File: src/rtl/tictactoe_pkg.sv
// Shared types and helpers for the tic-tac-toe input front end.
package tictactoe_pkg;

  localparam int CELLS = 9;

  typedef enum logic [1:0] {
    IDLE,
    SAMPLE,
    WAIT_REL
  } in_state_t;

  // Returns the index of the highest set bit; only meaningful for one-hot input.
  function automatic logic [3:0] onehot_idx(input logic [CELLS-1:0] v);
    logic [3:0] idx;
    idx = 4'd0;
    for (int i = 0; i < CELLS; i++) begin
      if (v[i]) idx = 4'(i);
    end
    return idx;
  endfunction

  function automatic logic is_onehot(input logic [CELLS-1:0] v);
    return (v != '0) && ((v & (v - 9'd1)) == '0);
  endfunction

endpackage

File: src/rtl/btn_debounce.sv
// Two-flop synchroniser and counter debouncer for one active-low pushbutton,
// producing the clean level plus single-cycle press/release strobes.
module btn_debounce #(
  parameter int DEBOUNCE_CYCLES = 100000,
  parameter int CNT_W           = 17
) (
  input  logic clk,
  input  logic rst,
  input  logic btn_n,
  output logic level,
  output logic press,
  output logic released
);

  localparam logic [CNT_W-1:0] CNT_MAX = CNT_W'(DEBOUNCE_CYCLES - 1);

  logic             sync1_q, sync2_q;
  logic             level_q;
  logic             press_q, release_q;
  logic [CNT_W-1:0] cnt_q;

  always_ff @(posedge clk or negedge rst) begin
    if (!rst) begin
      sync1_q   <= 1'b1;
      sync2_q   <= 1'b1;
      level_q   <= 1'b1;
      press_q   <= 1'b0;
      release_q <= 1'b0;
      cnt_q     <= '0;
    end else begin
      // NOTE: non-blocking assignments let every flop sample the pre-edge
      // values, so sync1_q -> sync2_q forms a real two-stage chain.
      sync1_q   <= btn_n;
      sync2_q   <= sync1_q;
      press_q   <= 1'b0;
      release_q <= 1'b0;
      if (sync2_q == level_q) begin
        cnt_q <= '0;
      end else if (cnt_q == CNT_MAX) begin
        // Strobes are registered alongside the flip so they align with the new level.
        level_q   <= sync2_q;
        press_q   <= ~sync2_q;
        release_q <= sync2_q;
        cnt_q     <= '0;
      end else begin
        cnt_q <= cnt_q + 1'b1;
      end
    end
  end

  assign level    = level_q;
  assign press    = press_q;
  assign released = release_q;

endmodule

File: src/rtl/move_input.sv
// Conditions the select/new-game buttons and position switches, and turns a
// clean select press into a validated single-cycle move (or error) pulse.
module move_input
  import tictactoe_pkg::*;
#(
  parameter int DEBOUNCE_CYCLES = 100000,
  parameter int CNT_W           = 17
) (
  input  logic             clk,
  input  logic             rst,
  input  logic             select_n,
  input  logic             newgame_n,
  input  logic [CELLS-1:0] sw,
  input  logic             enable,
  output logic             move_valid,
  output logic [CELLS-1:0] move,
  output logic [3:0]       move_idx,
  output logic             move_err,
  output logic             newgame
);

  logic sel_level, sel_press, sel_release;
  logic ng_level, ng_press, ng_release;

  btn_debounce #(.DEBOUNCE_CYCLES(DEBOUNCE_CYCLES), .CNT_W(CNT_W)) u_sel_db (
    .clk      (clk),
    .rst      (rst),
    .btn_n    (select_n),
    .level    (sel_level),
    .press    (sel_press),
    .released (sel_release)
  );

  btn_debounce #(.DEBOUNCE_CYCLES(DEBOUNCE_CYCLES), .CNT_W(CNT_W)) u_ng_db (
    .clk      (clk),
    .rst      (rst),
    .btn_n    (newgame_n),
    .level    (ng_level),
    .press    (ng_press),
    .released (ng_release)
  );

  logic [CELLS-1:0] sw_sync1_q, sw_sync2_q;
  in_state_t        state_q;
  logic             move_valid_q, move_err_q, newgame_q;
  logic [CELLS-1:0] move_q;
  logic [3:0]       move_idx_q;

  always_ff @(posedge clk or negedge rst) begin
    if (!rst) begin
      sw_sync1_q <= '0;
      sw_sync2_q <= '0;
    end else begin
      sw_sync1_q <= sw;
      sw_sync2_q <= sw_sync1_q;
    end
  end

  always_ff @(posedge clk or negedge rst) begin
    if (!rst) begin
      state_q      <= IDLE;
      move_valid_q <= 1'b0;
      move_err_q   <= 1'b0;
      newgame_q    <= 1'b0;
      move_q       <= '0;
      move_idx_q   <= '0;
    end else begin
      move_valid_q <= 1'b0;
      move_err_q   <= 1'b0;
      newgame_q    <= 1'b0;
      if (ng_press) begin
        // New game overrides any in-flight select, including one in SAMPLE.
        newgame_q  <= 1'b1;
        move_q     <= '0;
        move_idx_q <= '0;
        state_q    <= sel_level ? IDLE : WAIT_REL;
      end else begin
        unique case (state_q)
          IDLE: if (sel_press) state_q <= SAMPLE;
          SAMPLE: begin
            if (!is_onehot(sw_sync2_q)) begin
              move_err_q <= 1'b1;
            end else if (enable) begin
              move_valid_q <= 1'b1;
              move_q       <= sw_sync2_q;
              move_idx_q   <= onehot_idx(sw_sync2_q);
            end
            state_q <= WAIT_REL;
          end
          WAIT_REL: if (sel_release) state_q <= IDLE;
          default:  state_q <= IDLE;
        endcase
      end
    end
  end

  assign move_valid = move_valid_q;
  assign move_err   = move_err_q;
  assign newgame    = newgame_q;
  assign move       = move_q;
  assign move_idx   = move_idx_q;

endmodule
File: config.mk
export PLATFORM = sky130hd
export DESIGN_NAME = move_input
export DESIGN_NICKNAME = d
export VERILOG_FILES = /design/src/rtl/tictactoe_pkg.sv /design/src/rtl/btn_debounce.sv /design/src/rtl/move_input.sv
export SDC_FILE = /design/constraint.sdc
export NUM_CORES = 1
export LEC_CHECK = 0
export CAP_MARGIN = 30
export CORE_MARGIN = 8
export CORE_UTILIZATION = 28
export DETAILED_ROUTE_END_ITERATION = 12
export HOLD_SLACK_MARGIN = 0.15
export PLACE_DENSITY = 0.5
export SLEW_MARGIN = 10
export SYNTH_ARGS = -nofsm -noshare
export SYNTH_HDL_FRONTEND = slang
export SYNTH_HIERARCHICAL = 1
export SYNTH_SLANG_ARGS = --single-unit
File: constraint.sdc
create_clock -name clk -period 2.2 [get_ports clk]
set_input_delay 0.66 -clock clk [delete_from_list [all_inputs] [get_ports clk]]
set_output_delay 0.66 -clock clk [all_outputs]
set_load 0.005 [all_outputs]
# Word-level counts from Yosys, hierarchy flattened

Cells that the tools add are included.
W data, S select, Z words.

Bits in registers: 79
Input port bits: 14
Output and inout bits: 16
Word-level logic and storage cells: 85

$add $sub $neg: 3
Equal/unequal tests: 8
Muxes and demuxes: 39
Bitwise gates (word level): 5
Reduce and logical (&&, ||, !) cells: 11

Operators with widths:

| kind                    | count |
|---|---|
| $mux W17                | 4 |
| $mux W4                 | 11 |
| $mux W9                 | 4 |
| $add A17 B1 Y17 const B | 2 |
| $eq A17 B17 Y1 const B  | 2 |
| $mux W1                 | 15 |
| $and A9 B9 Y9           | 1 |
| $logic_not A9 Y1        | 1 |
| $reduce_bool A9 Y1      | 1 |
| $sub A9 B1 Y9 const B   | 1 |
| $mux W2                 | 4 |
| $ne A3 B1 Y1 const B    | 2 |
| $pmux W2 S3             | 1 |
| $reduce_and A2 Y1       | 3 |
| $reduce_bool A2 Y1      | 3 |
| $not A1 Y1              | 4 |
| $reduce_and A3 Y1       | 1 |
| $eq A1 B1 Y1            | 2 |
| $eq A2 B1 Y1 const B    | 1 |
| $eq A2 B2 Y1 const B    | 1 |
| $logic_not A2 Y1        | 1 |
| $logic_and A1 B1 Y1     | 1 |

# Logic depth before layout (Yosys ltp)

Gate-level depths: netlist (run 1).

Depth after elaboration: 12
Gate-level depth with buffers: 7
Depth with buffers taken out: 5

# Hierarchy

Netlist (run 1), hierarchy kept.

Modules (own cells, without submodules):

| module       | times used | cells an instance | area each (sq um) | seq. area each (sq um) |
|---|---|---|---|---|
| btn_debounce | 2          | 97                | 1,026.0           | 554.3 |
| move_input   | 1          | 100               | 1,348.8           | 875.8 |

# Least setup slack after synthesis (run 1)

No wires, ideal clock.

Path kind: reg2reg
Start: register sw_sync2_q[5]
End: register move_q[4], in the netlist move[4]
Library setup time: 0.121 ns
Data arrival time: 1.871 ns
Required time: 2.079 ns
Path slack: 0.208 ns
Cell stages (with the launch flop): 8
Buffers on the path: 2
Clock period less this slack: 1.992 ns
Cell sequence: dfrtp_1 or3_1 buf_6 nor4b_2 a211o_1 a41oi_2 buf_6 a22o_1

Longest elaborated chain between the ends: 6
Elaborated cells between the ends (all ways): 7
Those cells by class: add/sub (1); bitwise (1); reduce/logical (5)

RTL lines:

| element                          | RTL line            | RTL |
|---|---|---|
| start, declared                  | move_input.sv:43    | `logic [CELLS-1:0] sw_sync1_q, sw_sync2_q;` |
| start signal, assigned           | move_input.sv:55    | `sw_sync2_q <= sw_sync1_q;` |
| $sub A9 B1 Y9                    | tictactoe_pkg.sv:23 | `return (v != '0) && ((v & (v - 9'd1)) == '0);` |
| $and A9 B9 Y9                    | tictactoe_pkg.sv:23 |  |
| $logic_not A9 Y1                 | tictactoe_pkg.sv:23 |  |
| $logic_and A1 B1 Y1 (*)          | tictactoe_pkg.sv:23 |  |
| $reduce_bool A2 Y1 (no line) (*) | -                   |  |
| $reduce_and A3 Y1 (no line) (*)  | -                   |  |
| end signal, assigned             | move_input.sv:85    | `move_q <= sw_sync2_q;` |
| end, declared                    | move_input.sv:46    | `logic [CELLS-1:0] move_q;` |

Mark *: on every way between the ends. The rest lies on a longest branch, timed or not.
A chain may end at the register's enable or synchronous reset.

# Worst setup path after layout (run 1)

Start: register sw_sync2_q[2]
End: register move_err_q, in the netlist move_err

Longest elaborated chain between the ends: 7
Elaborated cells between the ends (all ways): 8
Those cells by class: add/sub (1); mux (3); bitwise (1); reduce/logical (3)

RTL lines:

| element                 | RTL line            | RTL |
|---|---|---|
| $sub A9 B1 Y9           | tictactoe_pkg.sv:23 |  |
| $and A9 B9 Y9           | tictactoe_pkg.sv:23 |  |
| $logic_not A9 Y1        | tictactoe_pkg.sv:23 |  |
| $logic_and A1 B1 Y1 (*) | tictactoe_pkg.sv:23 |  |
| $mux W1 (*)             | move_input.sv:81    | `if (!is_onehot(sw_sync2_q)) begin` |
| $mux W1 (*)             | move_input.sv:78    | `unique case (state_q)` |
| $mux W1 (*)             | move_input.sv:71    | `if (ng_press) begin` |
| end signal, assigned    | move_input.sv:63    | `move_err_q <= 1'b0;` |
| end signal, assigned    | move_input.sv:69    | `move_err_q <= 1'b0;` |
| end signal, assigned    | move_input.sv:82    | `move_err_q <= 1'b1;` |
| end, declared           | move_input.sv:45    | `logic move_valid_q, move_err_q, newgame_q;` |

Marks and branches as above.

==> metrics, run 1 <==
status=completed; vias in the first global route=2331; GRT Util Overall=0.0905; nets@finish=356; Synth Cell Area=0.00337 mm^2; CTS Hold Bufs=0; # rows=40; initial core utilization=0.284; Max Root-Sink Buffers=2; n_diodes=0; post-route ant nets=0; Final Critical Period=2.05 ns; largest net degree at the start of global routing=36; first drt pass iteration count=4; worst hold slack=0.281 ns; cell family with most CP delay=compound AO/OA/AOI/OAI gates; CTS buffer count=9; flop2flop setup slack=0.15 ns; Die Y-Extent=126 um; initial antenna violation count=0; Mapped Avg Cell Area=11.5 um^2; reg2reg end=move_err; H-tree Lvls=3; register area=0.00196 mm^2; leak pwr=1.69 nW; wire per inst=13.5 um; unrepaired setup endpoints after global routing=no; Clk Latency, worst-skew pair=0.33 ns; crit path buf inv count=0; Slew Limit Fails=0; Worst setup EP type=register; max-capacitance violation count=0; Final setup viols=0; slew margin rel.=0.691; fmax=487 MHz; VDD IR max=0.430 mV; setup TNS=0 ns; first-pass GRT wire length=11600 um; most common cell after layout, fill and taps aside=dfrtp_1; RePlAce Congestion=0.723; post-cts resize count=0; multi-input gate area in the final layout=0.00131 mm^2; Final Hold Viols=0; Horiz. Die Dim=126 um; total number of vias=2311; Yosys warnings=6; CORE AREA=0.0119 mm^2; DRC Markers=0; via-per-instance ratio=4.70; drt initial violations=152; reg2reg path depth=5; DP HPWL=4740 um; Critical Path Start Type=register; die footprint=0.0158 mm^2; GRT overflow=0; final worst path period share=0.932; Mapped Cells=292; peak fanout along the critical path=7; WS Path Type=reg2reg; ratio of cells with drive above 1 in the final layout=0.159; worst path required time=2.39 ns; slowest stage delay, CP=0.50 ns; CP max-delay cell=or3_1; Tightest Pin Transition=0.464 ns; num ports=30; crit path DAT=2.24 ns; port bufs=29; most frequent cells in the layout=dfrtp_1, nor2_1, clkdlybuf4s50_1; Fillers=1159; Worst-path clk slew=0.06 ns; Clock Tree Root=clkbuf_16; CTS sink cnt=78; final wirelength=6650 um; hold crit path type=in2async; Clock Skews=0.00517 ns; syn_nets=308; CTS tree=yes; CP cell instances=or3_1, xor2_1, a211oi_2, o21ai_1, a2111oi_1; pwr dens=719 mW/mm^2; setup bufs post-CTS=0; Area Overhead vs Synth=24.6%; worst r2r src=sw_sync2_q[2]
## how the worst max path moves through the flow
stage | slack, ns | from | depth (start not counted) | end
after floorplan | 0.21 | sw_sync2_q[5] | 7 | move[4]
after global placement | 0.10 | sw_sync2_q[5] | 6 | move[0]
after detailed placement | 0.1 | sw_sync2_q[5] | 6 | move[0]
after CTS | 0.08 | sw_sync2_q[5] | 6 | move[0]
after global routing | 0.03 | sw_sync2_q[2] | 6 | move[0]
final | 0.15 | sw_sync2_q[2] | 5 | move_err
## layer usage
| layer | track usage | up-vias | routed length (um) |
|---|---|---|---|
| met1 | 0.113 | 1118 | 3200 |
| met4 | 0.0494 | 0 | 133 |
| li1 | - | 1139 | - |
| met3 | 0.0253 | 8 | 284 |
| met2 | 0.139 | 46 | 3040 |
| met5 | 0 | - | 0 |
## per-stage QoR
stage	total power (W)	area (um^2)	setup WS (ns)	util	std cells
after floorplan	0.00157	3370	0.208	-	292
after detailed placement	0.00165	3910	0.0952	0.329	476
final	0.00302	4200	0.149	0.354	492
after CTS	0.00308	4190	0.0756	0.353	492
after global placement	0.00165	3910	0.104	0.329	476
after global routing	0.00314	4200	0.0259	0.354	492
## power breakdown
group	total (W)	switching, W	internal [W]
sequential	0.00150	0.0000287	0.00147
combinational	0.000131	0.0000741	0.0000564
clock	0.00139	0.000561	0.000829
## flip-flops by register name, indices dropped and copies added, names as in the netlist, 2 cells and up
register        count
move                9
move_idx            3
state_q             2
sw_sync1_q          9
sw_sync2_q          9
u_ng_db/cnt_q      17
u_sel_db/cnt_q     17
## worst reg2reg max path: stages, from the launching register on
cell,delay [ns]
dfrtp_1,0.37
or3_1,0.50
xor2_1,0.22
a211oi_2,0.28
o21ai_1,0.10
a2111oi_1,0.44
## area by class of cell
class / count / share of cell area
sequential: 78 / 0.467
tap: 147 / 0.0438
timing repair buffer: 44 / 0.0984
clock buffer: 12 / 0.0611
clock inverter: 4 / 0.00716
multi-input combinational: 194 / 0.311
inverter: 13 / 0.0116
Power figures use the tool's default switching activity.
==> inputs of run 2 (changes only) <==
- CELL_PAD_IN_SITES_DETAIL_PLACEMENT: not set -> 0
- CELL_PAD_IN_SITES_GLOBAL_PLACEMENT: not set -> 1
- PLACE_DENSITY: 0.5 -> 0.58
==> metrics, run 2 (same netlist as run 1, synthesis figures left out) <==
vias in the first global route=2423 (+3.9%); WS Path Type=reg2reg; # rows=40 (unchanged); setup bufs post-CTS=0 (unchanged); Tightest Pin Transition=0.410 ns (-0.0546 ns); first drt pass iteration count=4 (unchanged); initial antenna violation count=0 (unchanged); crit path buf inv count=0 (unchanged); n_diodes=0 (unchanged); Slew Limit Fails=0 (unchanged); Area Overhead vs Synth=25.4%; Die Y-Extent=126 um (unchanged); CTS sink cnt=78 (unchanged); most common cell after layout, fill and taps aside=dfrtp_1; reg2reg end=move[3]; CTS buffer count=9 (unchanged); Finished Layout Cells=490 (-0.41%); initial core utilization=0.284 (unchanged); total number of vias=2334 (+1.0%); DRC Markers=0 (unchanged); Final Hold Viols=0 (unchanged); H-tree Lvls=3 (unchanged); unrepaired setup endpoints after global routing=no; GRT overflow=0 (unchanged); wire per inst=14.3 um (+5.5%); Final setup viols=0 (unchanged); hold crit path type=in2async; Pwr Total=0.00315 W (+4.3%); Fillers=1158 (-0.086%); first-pass GRT wire length=12300 um (+6.0%); final worst path period share=0.935 (+0.00217); final wirelength=6990 um (+5.1%); VDD IR max=0.360 mV (-16%); nets@finish=355 (-0.28%); via-per-instance ratio=4.76 (+1.4%); status=completed; post-layout util=0.356 (+0.00222); die footprint=0.0158 mm^2 (unchanged); worst path required time=2.42 ns (+0.03 ns); port bufs=29 (unchanged); Clk pwr share=0.483 (+0.022); Max Root-Sink Buffers=2 (unchanged); Worst setup EP type=register; multi-input gate area in the final layout=0.00132 mm^2 (+0.86%); Clock Skews=0.00669 ns (+0.00151 ns); Sw Ratio=0.210 (-0.00982); Sequential Power Share=0.475 (-0.021); Clk Latency, worst-skew pair=0.34 ns (about the same); slowest stage delay, CP=0.47 ns (-0.03 ns); fin area=0.00422 mm^2 (+0.63%); max-capacitance violation count=0 (unchanged); slew margin rel.=0.727 (+0.0364); DP Area=0.00390 mm^2 (-0.19%); CORE AREA=0.0119 mm^2 (unchanged); cell family with most CP delay=simple AND/OR/NAND/NOR gates; pre-CTS WS=-0.0394 ns (-0.135 ns); Clock Tree Root=clkbuf_16; CTS tree=yes; Horiz. Die Dim=126 um (unchanged); pwr dens=745 mW/mm^2 (+3.7%); largest net degree at the start of global routing=34 (-5.6%); RePlAce Congestion=0.706 (-2.5%); Worst-path clk slew=0.06 ns (about the same); fmax=486 MHz (-0.23%); Final Critical Period=2.06 ns (+0.00476 ns); register area=0.00196 mm^2 (unchanged); ratio of cells with drive above 1 in the final layout=0.157 (-0.00199); Critical Path Start Type=register; CP max-delay cell=or3_1; leak pwr=1.69 nW (+0.47%); flop2flop setup slack=0.14 ns (about the same); drt initial violations=174 (+14%); combinational share of power=0.042 (about the same); crit path DAT=2.27 ns (+0.03 ns); num ports=30 (unchanged); GRT Util Overall=0.0973 (+0.00676); most frequent cells in the layout=dfrtp_1, nor2_1, clkdlybuf4s50_1; worst r2r src=sw_sync2_q[1]; worst setup margin=0.144 ns (-0.00476 ns); reg2reg path depth=5 (unchanged); CP cell instances=or3_1, nor4b_2, a211o_1, a41oi_4, a2bb2o_1; placed cell count=475 (-0.21%); Net Switching=0.000662 W (-0.33%); post-route ant nets=0 (unchanged); registers with the most flip-flops=u_ng_db/cnt_q: 17 flops, u_sel_db/cnt_q: 17 flops; peak fanout along the critical path=11 (+4); DP HPWL=4920 um (+3.9%); internal power=0.00249 W (+5.6%)
[run 2: cell types whose count changed in the layout (fill, tap and decap cells not counted)]
cell	delta
a41oi_4	+1
clkinv_4	-1
clkbuf_1	-1
inv_6	-1
a41oi_2	-1
bufinv_16	+1
clkbuf_8	+1
buf_4	-1
[run 2: power by group through the flow]
stage	clock network, W	logic, W	registers (W)
4_1_cts	0.00157	0.000135	0.00150
5_1_grt	0.00164	0.000151	0.00150
6_report	0.00152	0.000132	0.00150
3_5_place_dp	0	0.000133	0.00152
3_3_place_gp	0	0.000133	0.00152
2_1_floorplan	0	0.0000555	0.00151
[run 2: worst max-delay path by stage]
stage / from / to / cells past startpoint
after floorplan: sw_sync2_q[5] / move[4] / 7
after global placement: sw_sync2_q[5] / move_idx[1] / 6
after detailed placement: sw_sync2_q[5] / move_idx[1] / 6
after CTS: sw_sync2_q[5] / move[3] / 5
after global routing: sw_sync2_q[1] / move[3] / 5
final: sw_sync2_q[1] / move[3] / 5
[run 2: repair_timing]
action,CTS,global route
endpoints found under the setup margin,11,12
gates resized for setup,1,1
gates cloned,0,0
hold buffers,0,0
[run 2: final cells by class]
cell class,instances,area share
sequential,78,0.464
multi-input combinational,194,0.312
timing repair buffer,43,0.0960
clock buffer,12,0.0631
tap,147,0.0436
inverter,13,0.0116
clock inverter,3,0.0101
[run 2: per-stage QoR]
stage	hold slack [ns]	setup TNS [ns]
2_1_floorplan	0.331	0
3_3_place_gp	0.335	-0.0284
3_5_place_dp	0.336	-0.132
4_1_cts	0.249	0
5_1_grt	0.265	0
6_report	0.239	0
[run 2: metal layers]
metal	vias to the layer above	wire, um	GRT usage
li1	1134	-	-
met3	12	276	0.0274
met2	39	3170	0.146
met4	0	187	0.0580
met1	1149	3350	0.122
met5	-	0	0
==> inputs of run 3 (changes only) <==
- CORE_MARGIN: 8 -> 4
- PLACE_DENSITY: 0.58 -> not set
- PLACE_DENSITY_LB_ADDON: not set -> 0.1
==> metrics, run 3 (same netlist as run 1, synthesis figures left out) <==
Final setup viols=0 (unchanged); WS Path Type=reg2reg; final wirelength=7080 um (+1.2%); CTS tree=yes; DP HPWL=5020 um (+1.9%); CTS sink cnt=78 (unchanged); CTS buffer count=9 (unchanged); status=completed; fmax=486 MHz (-0.11%); Worst-path clk slew=0.06 ns (about the same); Clock Skews=0.00554 ns (-0.00114 ns); Worst setup EP type=register; largest net degree at the start of global routing=37 (+8.8%); crit path DAT=2.28 ns (about the same); post-route ant nets=0 (unchanged); post-layout util=0.359 (+0.00339); Critical Path Source=sw_sync2_q[2]; Slew Limit Fails=0 (unchanged); GRT Util Overall=0.108 (+0.0112); port bufs=29 (unchanged); ratio of cells with drive above 1 in the final layout=0.160 (+0.00245); internal power=0.00231 W (-7.0%); Tightest Pin Transition=0.479 ns (+0.0695 ns); # rows=39 (-2.5%); leak pwr=1.67 nW (-1.3%); unrepaired setup endpoints after global routing=no; worst r2r src=sw_sync2_q[2]; multi-input gate area in the final layout=0.00131 mm^2 (-0.86%); nets@finish=355 (unchanged); setup bufs post-CTS=0 (unchanged); slew margin rel.=0.681 (-0.0463); Max Root-Sink Buffers=2 (unchanged); Final Hold Viols=0 (unchanged); first drt pass iteration count=4 (unchanged); worst path required time=2.42 ns (about the same); reg2reg path depth=6 (+1); Die Y-Extent=118 um (-6.4%); DRC Markers=0 (unchanged); Sequential Power Share=0.500 (+0.025); Net Switching=0.000681 W (+3.0%); peak fanout along the critical path=11 (unchanged); Fillers=1161 (+0.26%); n_diodes=0 (unchanged); most common cell after layout, fill and taps aside=dfrtp_1; H-tree Lvls=3 (unchanged); Critical Path Start Type=register; drt initial violations=138 (-21%); hold crit path type=in2async; Area Overhead vs Synth=23.9%; die footprint=0.0138 mm^2 (-12%); initial antenna violation count=0 (unchanged); RePlAce Congestion=0.747 (+5.8%); vias in the first global route=2385 (-1.6%); Sw Ratio=0.228 (+0.0175); Clock Tree Root=clkbuf_16; wire per inst=14.5 um (+1.8%); total number of vias=2284 (-2.1%); register area=0.00196 mm^2 (unchanged); combinational share of power=0.044 (+0.002); max-capacitance violation count=0 (unchanged); post-cts resize count=0 (-1); VDD IR max=0.376 mV (+4.4%); num ports=30 (unchanged); first-pass GRT wire length=12100 um (-1.7%); initial core utilization=0.290 (+0.00606); GRT overflow=0 (unchanged); pwr dens=717 mW/mm^2 (-3.8%); CORE AREA=0.0116 mm^2 (-2.1%); Clk pwr share=0.456 (-0.027); most frequent cells in the layout=dfrtp_1, nor2_1, clkdlybuf4s50_1; worst hold slack=0.281 ns (+0.0420 ns); Final Critical Period=2.06 ns (+0.00232 ns); registers with the most flip-flops=u_ng_db/cnt_q: 17 flops, u_sel_db/cnt_q: 17 flops; setup TNS=0 ns (unchanged); Horiz. Die Dim=118 um (-6.4%); Clk Latency, worst-skew pair=0.33 ns (about the same); final worst path period share=0.936 (+0.00105); CTS Hold Bufs=0 (unchanged); via-per-instance ratio=4.69 (-1.5%)
-- run 3: cell types whose count changed in the layout (fill, tap and decap cells not counted) --
| cell | delta |
|---|---|
| clkbuf_8 | -2 |
| clkinv_2 | +2 |
| clkinvlp_4 | +2 |
| a41oi_2 | +1 |
| a41oi_4 | -1 |
| bufinv_16 | -1 |
-- run 3: worst max-delay path, stage by stage (launching register included) --
cell	delay (ns)
dfrtp_1	0.37
or3_1	0.49
nor4b_2	0.32
a211o_1	0.18
a41oi_2	0.14
buf_4	0.20
a22o_2	0.26
-- run 3: path summary, 6_finish.rpt --
check | end | slack, ns
max | move[0] | 0.14
min | move[1] | 0.28
max reg2reg | move[0] | 0.14
min reg2reg | sw_sync2_q[5] | 0.34
max in group asynchronous | u_sel_db/sync2_q | 1.32
min in group clk | sw_sync2_q[5] | 0.34
-- run 3: area by class of cell --
cell class / instances / share of cell area
flip-flops and latches: 78 / 0.469
multi-input cells: 194 / 0.313
repair buffers: 43 / 0.0971
clock buffers: 10 / 0.0573
well taps: 143 / 0.0429
inverters: 13 / 0.0117
clock inverters: 6 / 0.00899
-- run 3: per-layer routing --
layer  global-route usage  vias to the layer above  routed length (um)
li1                     -                     1133                   -
met1                0.139                     1103                3450
met2                0.166                       36                3210
met3               0.0365                       12                 248
met4               0.0476                        0                 160
met5                    0                        -                   0
-- run 3: power groups by stage --
stage / combinational [W] / sequential (W) / clock (W)
floorplan: 0.0000555 / 0.00151 / 0
global placement: 0.000137 / 0.00152 / 0
detailed placement: 0.000136 / 0.00152 / 0
CTS: 0.000137 / 0.00149 / 0.00141
global route: 0.000151 / 0.00150 / 0.00149
finish: 0.000132 / 0.00149 / 0.00137
-- run 3: metrics by stage --
step	setup slack [ns]	area (um^2)	instances	total power [W]
after global placement	0.123	3890	471	0.00166
after global routing	0.0125	4170	487	0.00314
after CTS	0.0870	4170	487	0.00305
after floorplan	0.208	3370	292	0.00157
after detailed placement	0.0944	3890	471	0.00166
final	0.142	4170	487	0.00299
